File: src/rtl/gpu_board.sv
// gpu_board: boots a 16x16 8bpp image from SPI flash and scans it to 640x480 VGA.
// Define GPU_BORDER_EN to draw a white one-pixel border around the frame.
module gpu_board (
  input  logic       clk,
  input  logic       reset,
  output logic       cs_n,
  input  logic       sdi,
  output logic       sdo,
  output logic       wp_n,
  output logic       hld_n,
  output logic [3:0] oRed,
  output logic [3:0] oGreen,
  output logic [3:0] oBlue,
  output logic       oHs,
  output logic       oVs
);
  typedef enum logic [2:0] {
    IDLE, CMD, ADDR, DATA, DONE
  } fl_state_e;

  logic       loaded;
  logic       ram_we;
  logic [7:0] ram_waddr;
  logic [7:0] ram_wdata;

  assign wp_n  = 1'b1;
  assign hld_n = 1'b1;

  if (1) begin : wb_controller
    if (1) begin : flash
      fl_state_e   state_q, state_d;
      logic        sck, sck_d;
      logic        cs_n_q, cs_n_d;
      logic        sdo_q, sdo_d;
      logic        idle_q, idle_d;
      logic [11:0] cnt_q, cnt_d;
      logic [30:0] tx_q, tx_d;
      logic [6:0]  rx_q, rx_d;
      logic        last;

      // sck high means this edge is a falling edge of sck
      assign last = sck && (cnt_q == 12'd2079);

      always_ff @(posedge clk) begin
        if (reset) state_q <= IDLE;
        else       state_q <= state_d;
      end

      always_comb begin
        state_d = state_q;
        unique case (state_q)
          IDLE: if (idle_q) state_d = CMD;
          CMD:  if (sck && cnt_q == 12'd7) state_d = ADDR;
          ADDR: if (sck && cnt_q == 12'd31) state_d = DATA;
          DATA: if (last) state_d = DONE;
          DONE: state_d = DONE;
          default: state_d = IDLE;
        endcase
      end

      always_comb begin
        idle_d    = 1'b1;
        cs_n_d    = cs_n_q;
        sck_d     = sck;
        sdo_d     = sdo_q;
        cnt_d     = cnt_q;
        tx_d      = tx_q;
        rx_d      = rx_q;
        ram_we    = 1'b0;
        ram_waddr = cnt_q[10:3] - 8'd4;
        ram_wdata = {rx_q, sdi};
        unique case (state_q)
          IDLE: if (idle_q) begin
            cs_n_d = 1'b0;
            sck_d  = 1'b0;
            sdo_d  = 1'b0;
            tx_d   = {7'h03, 24'h0};
            cnt_d  = 12'd0;
          end
          CMD, ADDR, DATA: begin
            sck_d = ~sck;
            if (sck) begin
              cnt_d = cnt_q + 12'd1;
              sdo_d = tx_q[30];
              tx_d  = {tx_q[29:0], 1'b0};
              if (last) begin
                cs_n_d = 1'b1;
                sck_d  = 1'b0;
                sdo_d  = 1'b0;
              end
            end else if (state_q == DATA) begin
              rx_d   = {rx_q[5:0], sdi};
              ram_we = (cnt_q[2:0] == 3'd7);
            end
          end
          DONE: begin
            cs_n_d = 1'b1;
            sck_d  = 1'b0;
            sdo_d  = 1'b0;
          end
          default: ;
        endcase
      end

      always_ff @(posedge clk) begin
        if (reset) begin
          idle_q <= 1'b0;
          cs_n_q <= 1'b1;
          sck    <= 1'b0;
          sdo_q  <= 1'b0;
          cnt_q  <= 12'd0;
          tx_q   <= 31'd0;
          rx_q   <= 7'd0;
        end else begin
          idle_q <= idle_d;
          cs_n_q <= cs_n_d;
          sck    <= sck_d;
          sdo_q  <= sdo_d;
          cnt_q  <= cnt_d;
          tx_q   <= tx_d;
          rx_q   <= rx_d;
        end
      end

      assign cs_n   = cs_n_q;
      assign sdo    = sdo_q;
      assign loaded = (state_q == DONE);
    end
  end

  logic [1:0]  div_q;
  logic        pe;
  logic [9:0]  h_q, h_d, v_q, v_d;
  logic [5:0]  hsub_q, hsub_d;
  logic [4:0]  vsub_q, vsub_d;
  logic [3:0]  bx_q, bx_d, by_q, by_d;
  logic        vis;
  logic [7:0]  mem_q [256];
  logic [7:0]  rd_q;
  logic        vis1_q, hs1_q, vs1_q;
  logic [11:0] rgb_q, rgb_d;
  logic        hs_q, vs_q;

  assign pe  = (div_q == 2'd3);
  assign vis = (h_q < 10'd640) && (v_q < 10'd480);

  // block counters track h/40 and v/30 without dividers
  always_comb begin
    h_d    = h_q;
    v_d    = v_q;
    hsub_d = hsub_q;
    vsub_d = vsub_q;
    bx_d   = bx_q;
    by_d   = by_q;
    if (pe) begin
      if (h_q == 10'd799) begin
        h_d    = 10'd0;
        hsub_d = 6'd0;
        bx_d   = 4'd0;
        if (v_q == 10'd524) begin
          v_d    = 10'd0;
          vsub_d = 5'd0;
          by_d   = 4'd0;
        end else begin
          v_d = v_q + 10'd1;
          if (vsub_q == 5'd29) begin
            vsub_d = 5'd0;
            by_d   = by_q + 4'd1;
          end else begin
            vsub_d = vsub_q + 5'd1;
          end
        end
      end else begin
        h_d = h_q + 10'd1;
        if (hsub_q == 6'd39) begin
          hsub_d = 6'd0;
          bx_d   = bx_q + 4'd1;
        end else begin
          hsub_d = hsub_q + 6'd1;
        end
      end
    end
  end

  always_ff @(posedge clk) begin
    if (ram_we) mem_q[ram_waddr] <= ram_wdata;
    rd_q <= mem_q[{by_q, bx_q}];
  end

`ifdef GPU_BORDER_EN
  logic brd, brd1_q;
  assign brd = vis && (h_q == 10'd0 || h_q == 10'd639 ||
                       v_q == 10'd0 || v_q == 10'd479);
  always_ff @(posedge clk) begin
    if (reset) brd1_q <= 1'b0;
    else       brd1_q <= brd;
  end
`endif

  always_comb begin
    rgb_d = 12'h000;
    if (vis1_q && loaded)
      rgb_d = {rd_q[7:5], rd_q[7], rd_q[4:2], rd_q[4],
               rd_q[1:0], rd_q[1:0]};
`ifdef GPU_BORDER_EN
    if (brd1_q) rgb_d = 12'hFFF;
`endif
  end

  always_ff @(posedge clk) begin
    if (reset) begin
      div_q  <= 2'd0;
      h_q    <= 10'd0;
      v_q    <= 10'd0;
      hsub_q <= 6'd0;
      vsub_q <= 5'd0;
      bx_q   <= 4'd0;
      by_q   <= 4'd0;
      vis1_q <= 1'b0;
      hs1_q  <= 1'b1;
      vs1_q  <= 1'b1;
      rgb_q  <= 12'h000;
      hs_q   <= 1'b1;
      vs_q   <= 1'b1;
    end else begin
      div_q  <= div_q + 2'd1;
      h_q    <= h_d;
      v_q    <= v_d;
      hsub_q <= hsub_d;
      vsub_q <= vsub_d;
      bx_q   <= bx_d;
      by_q   <= by_d;
      vis1_q <= vis;
      hs1_q  <= !((h_q >= 10'd656) && (h_q <= 10'd751));
      vs1_q  <= !((v_q >= 10'd490) && (v_q <= 10'd491));
      rgb_q  <= rgb_d;
      hs_q   <= hs1_q;
      vs_q   <= vs1_q;
    end
  end

  assign oRed   = rgb_q[11:8];
  assign oGreen = rgb_q[7:4];
  assign oBlue  = rgb_q[3:0];
  assign oHs    = hs_q;
  assign oVs    = vs_q;
endmodule

File: config.mk
export PLATFORM = sky130hd
export DESIGN_NAME = gpu_board
export DESIGN_NICKNAME = d
export VERILOG_FILES = /design/src/rtl/gpu_board.sv
export SDC_FILE = /design/constraint.sdc
export NUM_CORES = 2
export LEC_CHECK = 0
export ABC_AREA = 1
export BUFFER_PORTS_ARGS = -buffer_cell sky130_fd_sc_hd__buf_4
export CELL_PAD_IN_SITES_DETAIL_PLACEMENT = 0
export CELL_PAD_IN_SITES_GLOBAL_PLACEMENT = 2
export CORE_MARGIN = 10
export CORE_UTILIZATION = 39
export CTS_CLUSTER_SIZE = 20
export DETAILED_ROUTE_END_ITERATION = 7
export PLACE_DENSITY_LB_ADDON = 0.1
export SLEW_MARGIN = 40
export SYNTH_ARGS = -nofsm -noshare
export SYNTH_HDL_FRONTEND = slang
export SYNTH_SLANG_ARGS = --single-unit
File: constraint.sdc
create_clock -name clk -period 4.4 [get_ports clk]
set_clock_uncertainty 0.1 [all_clocks]
set_input_delay 1.1 -clock clk [delete_from_list [all_inputs] [get_ports clk]]
set_output_delay 1.1 -clock clk [all_outputs]
set_load 0.01 [all_outputs]
# [After elaboration in Yosys (flattened, before gate mapping)]
# Memory sizes are Yosys's and may differ from the RTL's. A register that Yosys moved wholly into a read port is not among the register bits.
# Index checks and enable logic that the tools add are counted.
[word_totals] ram_bits=2048 register_bits=115 inputBits=3 elab_cells=120 mem_count=1
[mem_list] memory="mem_q" depth=256 width=8 read_ports=1 rd_ports_with_merged_regs=1 write_ports=1 line_no="138" source="logic [7:0] mem_q [256];"
[classes] bitwise_logic=2 eq_ne=19 n_reduce_logical=25 n_lt_le_gt_ge=6 muxes=37 n_addsub=9
[ops] operator="$mux W31" count=2
[ops] operator="$pmux W31 S2" count=1
[ops] operator="$mux W12" count=2
[ops] operator="$pmux W12 S2" count=1
[ops] operator="$add A10 B1 Y10 const B" count=2
[ops] operator="$eq A10 B10 Y1 const B" count=2
[ops] operator="$mux W10" count=2
[ops] operator="$mux W4" count=4
[ops] operator="$pmux W3 S5" count=1
[ops] operator="$mux W1" count=13
[ops] operator="$add A12 B1 Y12 const B" count=1
[ops] operator="$eq A12 B12 Y1 const B" count=1
[ops] operator="$eq A12 B3 Y1 const B" count=1
[ops] operator="$eq A12 B5 Y1 const B" count=1
[ops] operator="$mux W3" count=4
[ops] operator="$mux W6" count=2
[ops] operator="$ne A2 B2 Y1 const B" count=6
[ops] operator="$reduce_and A3 Y1" count=4
[ops] operator="$ge A10 B10 Y1 const B" count=1
[ops] operator="$ge A10 B9 Y1 const B" count=1
[ops] operator="$le A10 B10 Y1 const B" count=1
[ops] operator="$le A10 B9 Y1 const B" count=1
[ops] operator="$lt A10 B10 Y1 const B" count=1
[ops] operator="$lt A10 B9 Y1 const B" count=1
[ops] operator="23 further kinds" count=42

# [Logic depth before layout (Yosys ltp)]
[depth] word_depth=6 mapped_depth=17 ltp_nobuf=13

# [Worst setup path after synthesis]
# Ideal clock, no wire load.
[synth_path] path_kind="register to register" startpoint="register wb_controller.flash.rx_q[0]" endpoint="memory mem_q[0][1], data pin" required_ns=3.442 period_less_slack_ns=4.367 t_arrival_ns=3.409 setup_slack_ns=0.033 path_buffers=0 stages_incl_launch_ff=1 path_cell_list="dfxtp_1"
[synth_lines] item="start, declared" line_no="38" source="logic [6:0] rx_q, rx_d;"
[synth_lines] item="start signal, assigned" line_no="121" source="rx_q <= rx_d;"
[synth_lines] item="end, declared" line_no="138"
# No word-level cell before the write port.

# [Final worst setup path]
[layout_path] startpoint="register wb_controller.flash.state_q[2]" endpoint="memory mem_q[152][5], enable pin"
[layout_via] elab_chain_cells=6
[layout_rtl] item="start, declared" line_no="31" source="fl_state_e state_q, state_d;"
[layout_rtl] item="start signal, assigned" line_no="46" source="else state_q <= state_d;"
[layout_rtl] item="$eq A3 B2 Y1" line_no="72, 91"
[layout_rtl] item="$mux W1" line_no="91" source="end else if (state_q == DATA) begin"
[layout_rtl] item="$mux W1" line_no="82" source="if (sck) begin"
[layout_rtl] item="$mux W1 *" line_no="72" source="unique case (state_q)"
[layout_rtl] item="$mux W1 *" line_no="186" source="if (ram_we) mem_q[ram_waddr] <= ram_wdata;"
[layout_rtl] item="$mux W1 (not written as such) *" line_no="186"
# Every way passes the cells marked *; elsewhere a longest branch is shown, timed or not.

==> metrics.md <==
| Metric | Value |
|---|---|
| Core Area | `226000 sq um` |
| Fmax | `0.292 GHz` |
| CP Class | `reg -> reg` |
| TritonCTS clock tree | `yes` |
| # DRC | `0` |
| Power, Total | `0.0437 W` |
| DR iter-0 viols | `5368` |
| First-pass GRT wire length | `401 mm` |
| Final min period | `3430 ps` |
| TNS Setup | `0 ps` |
| Final Hold Vio Count | `0` |
| Initial antenna violation count | `13` |
| Max_cap viols | `0` |
| Initial Utilization | `39.3%` |
| Storage cell area | `63400 sq um` |
| Die height | `497 um` |
| DP Worst Slack | `967 ps` |
| Post-CTS Setup Inserts | `0` |
| Critical path's top delay family | `simple AND/OR/NAND/NOR gates` |
| Max_slew headroom | `42.0%` |
| Root Driver | `clkbuf_16` |
| Unrepaired setup endpoints after global routing | `false` |
| Final period utilization | `78.0%` |
| Clk pin slew, worst setup/hold paths | `60 ps` |
| Slowest CP cell | `nor2_1` |
| Resized Gates After CTS | `0` |
| Critical Path Max Stage Delay | `710 ps` |
| Overall routed net length | `278 mm` |
| Synth Flop Type | `edfxtp_1` |
| Yosys cell types | `46` |
| Gr ovfl total | `0` |
| DR vias | `58200` |
| Dpl hpwl | `163 mm` |
| Sequential area share after synthesis | `71.5%` |
| Row count | `174` |
| Vias in the first global route | `55700` |
| Worst Path Required | `4790 ps` |
| Worst Hold Class | `reg -> reg` |
| Setup crit end kind | `register` |
| Critical path cell sequence | `inv_2 -> nand2_1 -> nor2_2 -> nand3_1 -> nor3_1 -> nand2_2 -> buf_4 -> nor2_1` |
| H-Tree Depth | `4` |
| Static Leakage | `36.7 nW` |
| Final GP Congestion | `0.803` |
| Area of the multi-input gates | `21900 sq um` |
| Ports | `21` |
| Critical Path Source Type | `register` |
| Post-route setup slack | `970 ps` |
| Hold_ws | `314 ps` |
| Layout cells sized above 1 | `8.02%` |
| Largest net degree at the start of global routing | `157` |
| Tot GR Track Use | `21.8%` |
| Top fanout value on the critical path | `13` |
| Mapped cell area | `88700 sq um` |
| Synth async-reset ratio | `0%` |
| Final instance area | `99900 sq um` |
| Max Slew Vio Count | `0` |
| Pre-antenna DRT Iters | `5` |
| Area grow syn2layout | `12.7%` |
| Nets | `7961` |
| Worst Max-Slew Pin Slew | `868 ps` |
| Die area | `247000 sq um` |
| #FFs+latches synth | `2143` |
| Maximum vdd ir drop | `0.000419 V` |
| Mapped Avg Cell Area | `11.1 sq um` |
| CTS Buffer Depth | `3` |
| EDFF count, synth | `2048` |
| Arr. time, crit path | `3820 ps` |
| Vias per inst | `5.23` |
| Placed Area | `92500 sq um` |
| Clock sink count | `2143` |
| Outcome | `completed` |
| Die Wd | `497 um` |
| Syn. warnings | `0` |
| Critical path buffers and inverters | `2` |
| Num CTS Buffers | `232` |
| Avg WL per Cell | `25.0 um` |
| CTS hold repair buffers | `0` |
| # setup viols final | `0` |
| Cells after synthesis | `8024` |
| Power Density | `437 nW/um^2` |
| Buffers added on ports | `18` |
| Clk Latency, worst-skew pair | `870 ps` |
| ANT nets after route | `0` |
| Fill count | `21200` |
## placed cells by master, fill, tap and decap left out, drive strengths merged
master | Yosys | routed
inv | 357 | 364
edfxtp | 2048 | 2048
bufinv | 0 | 16
nor2 | 812 | 812
o41ai | 1 | 1
o2111ai | 2 | 2
clkinv | 3 | 108
a21oi | 67 | 67
clkbuf | 215 | 296
clkinvlp | 0 | 6
nor3 | 23 | 23
xor2 | 7 | 7
o211ai | 1 | 1
nor3b | 4 | 4
a31oi | 2 | 2
and3 | 1 | 1
a211oi | 6 | 6
nand3 | 1495 | 1495
nand2 | 2337 | 2337
o21ai | 233 | 233
diode | 0 | 2
buf | 279 | 181
nor4 | 1 | 1
xnor2 | 3 | 3
or2 | 6 | 6
ha | 12 | 12
o21a | 2 | 2
conb | 1 | 2
dfxtp | 95 | 95
nand4 | 8 | 8
o22ai | 1 | 1
a21boi | 1 | 1
o31ai | 1 | 1
## synthesized netlist by cell type (12+ instances only)
library cell | n | share of area (%)
clkbuf_1 | 213 | 0.90
edfxtp_1 | 2048 | 69
a21oi_1 | 67 | 0.38
o21ai_0 | 228 | 1.3
inv_1 | 351 | 1.5
buf_1 | 54 | 0.23
nor2_1 | 797 | 3.4
nor3_1 | 21 | 0.12
nand3_1 | 1494 | 8.4
nand2_1 | 2320 | 9.8
ha_1 | 12 | 0.17
dfxtp_1 | 95 | 2.1
buf_2 | 180 | 1.0
buf_4 | 36 | 0.30
## final cells by class
cell class | instances | share of cell area, %
timing repair buffer | 181 | 2.20
sequential | 2143 | 63.5
antenna | 2 | 0.00501
tap | 2992 | 3.75
inverter | 360 | 1.38
multi-input combinational | 5028 | 21.9
clock buffer | 296 | 6.14
clock inverter | 134 | 1.16
## stage by stage
| step | utilization, % | std cells |
|---|---|---|
| 2_1_floorplan | - | 8025 |
| 3_3_place_gp | 40.9 | 10700 |
| 3_5_place_dp | 41.0 | 10700 |
| 4_1_cts | 44.2 | 11100 |
| 5_1_grt | 44.3 | 11100 |
| 6_report | 44.3 | 11100 |
## flip-flops by register name, summed over array words and instances, names as in the netlist, 2 cells and up
| name | flops |
|---|---|
| rgb_q | 8 |
| vsub_q | 5 |
| div_q | 2 |
| h_q | 10 |
| wb_controller.flash.cnt_q | 12 |
| wb_controller.flash.state_q | 3 |
| bx_q | 4 |
| by_q | 4 |
| wb_controller.flash.rx_q | 7 |
| rd_q | 8 |
| wb_controller.flash.tx_q | 7 |
| hsub_q | 6 |
| mem_q | 2048 |
| v_q | 10 |
## cell families after synthesis
family | Yosys count | share of synthesized area, %
other | 1 | 0.00423
AOI/OAI and AO/OA | 317 | 1.84
adders and majority gates | 12 | 0.169
buffers and inverters | 854 | 4.12
xor gates and xnor gates | 10 | 0.107
and+or+nand+nor | 4687 | 22.3
DFF | 2143 | 71.5
## routing by layer
| layer | wire length, um | GRT usage, % | up-vias |
|---|---|---|---|
| met1 | 126000 | 31.1 | 28900 |
| li1 | - | - | 27400 |
| met2 | 131000 | 35.5 | 1522 |
| met5 | 0 | 0 | - |
| met4 | 6730 | 5.24 | 0 |
| met3 | 14000 | 2.57 | 347 |
## report_power, final
part           total, W  internal (W)  switching, W
registers        0.0232        0.0230      0.000211
logic           0.00155      0.000256       0.00129
clock network    0.0189        0.0107       0.00816
## final timing paths
check,start,endpoint,slack (ps),depth (start not counted)
worst min register to register,rd_q[4]$_DFF_P_,rgb_q[7]$_SDFF_PP0_,310,2
worst min-delay path,rd_q[4]$_DFF_P_,rgb_q[7]$_SDFF_PP0_,310,2
worst max-delay path,wb_controller.flash.state_q[2]$_SDFFE_PP0P_,mem_q[152][5]$_DFFE_PP_,970,8
worst max register to register,wb_controller.flash.state_q[2]$_SDFFE_PP0P_,mem_q[152][5]$_DFFE_PP_,970,8
## worst register-to-register path: cells and delay by family, from the launching register on
| family | cells | cell delay, ps |
|---|---|---|
| DFF | 1 | 330 |
| buffers and inverters | 2 | 530 |
| and+or+nand+nor | 6 | 2080 |
No activity file was read; power rests on OpenSTA's default activity.
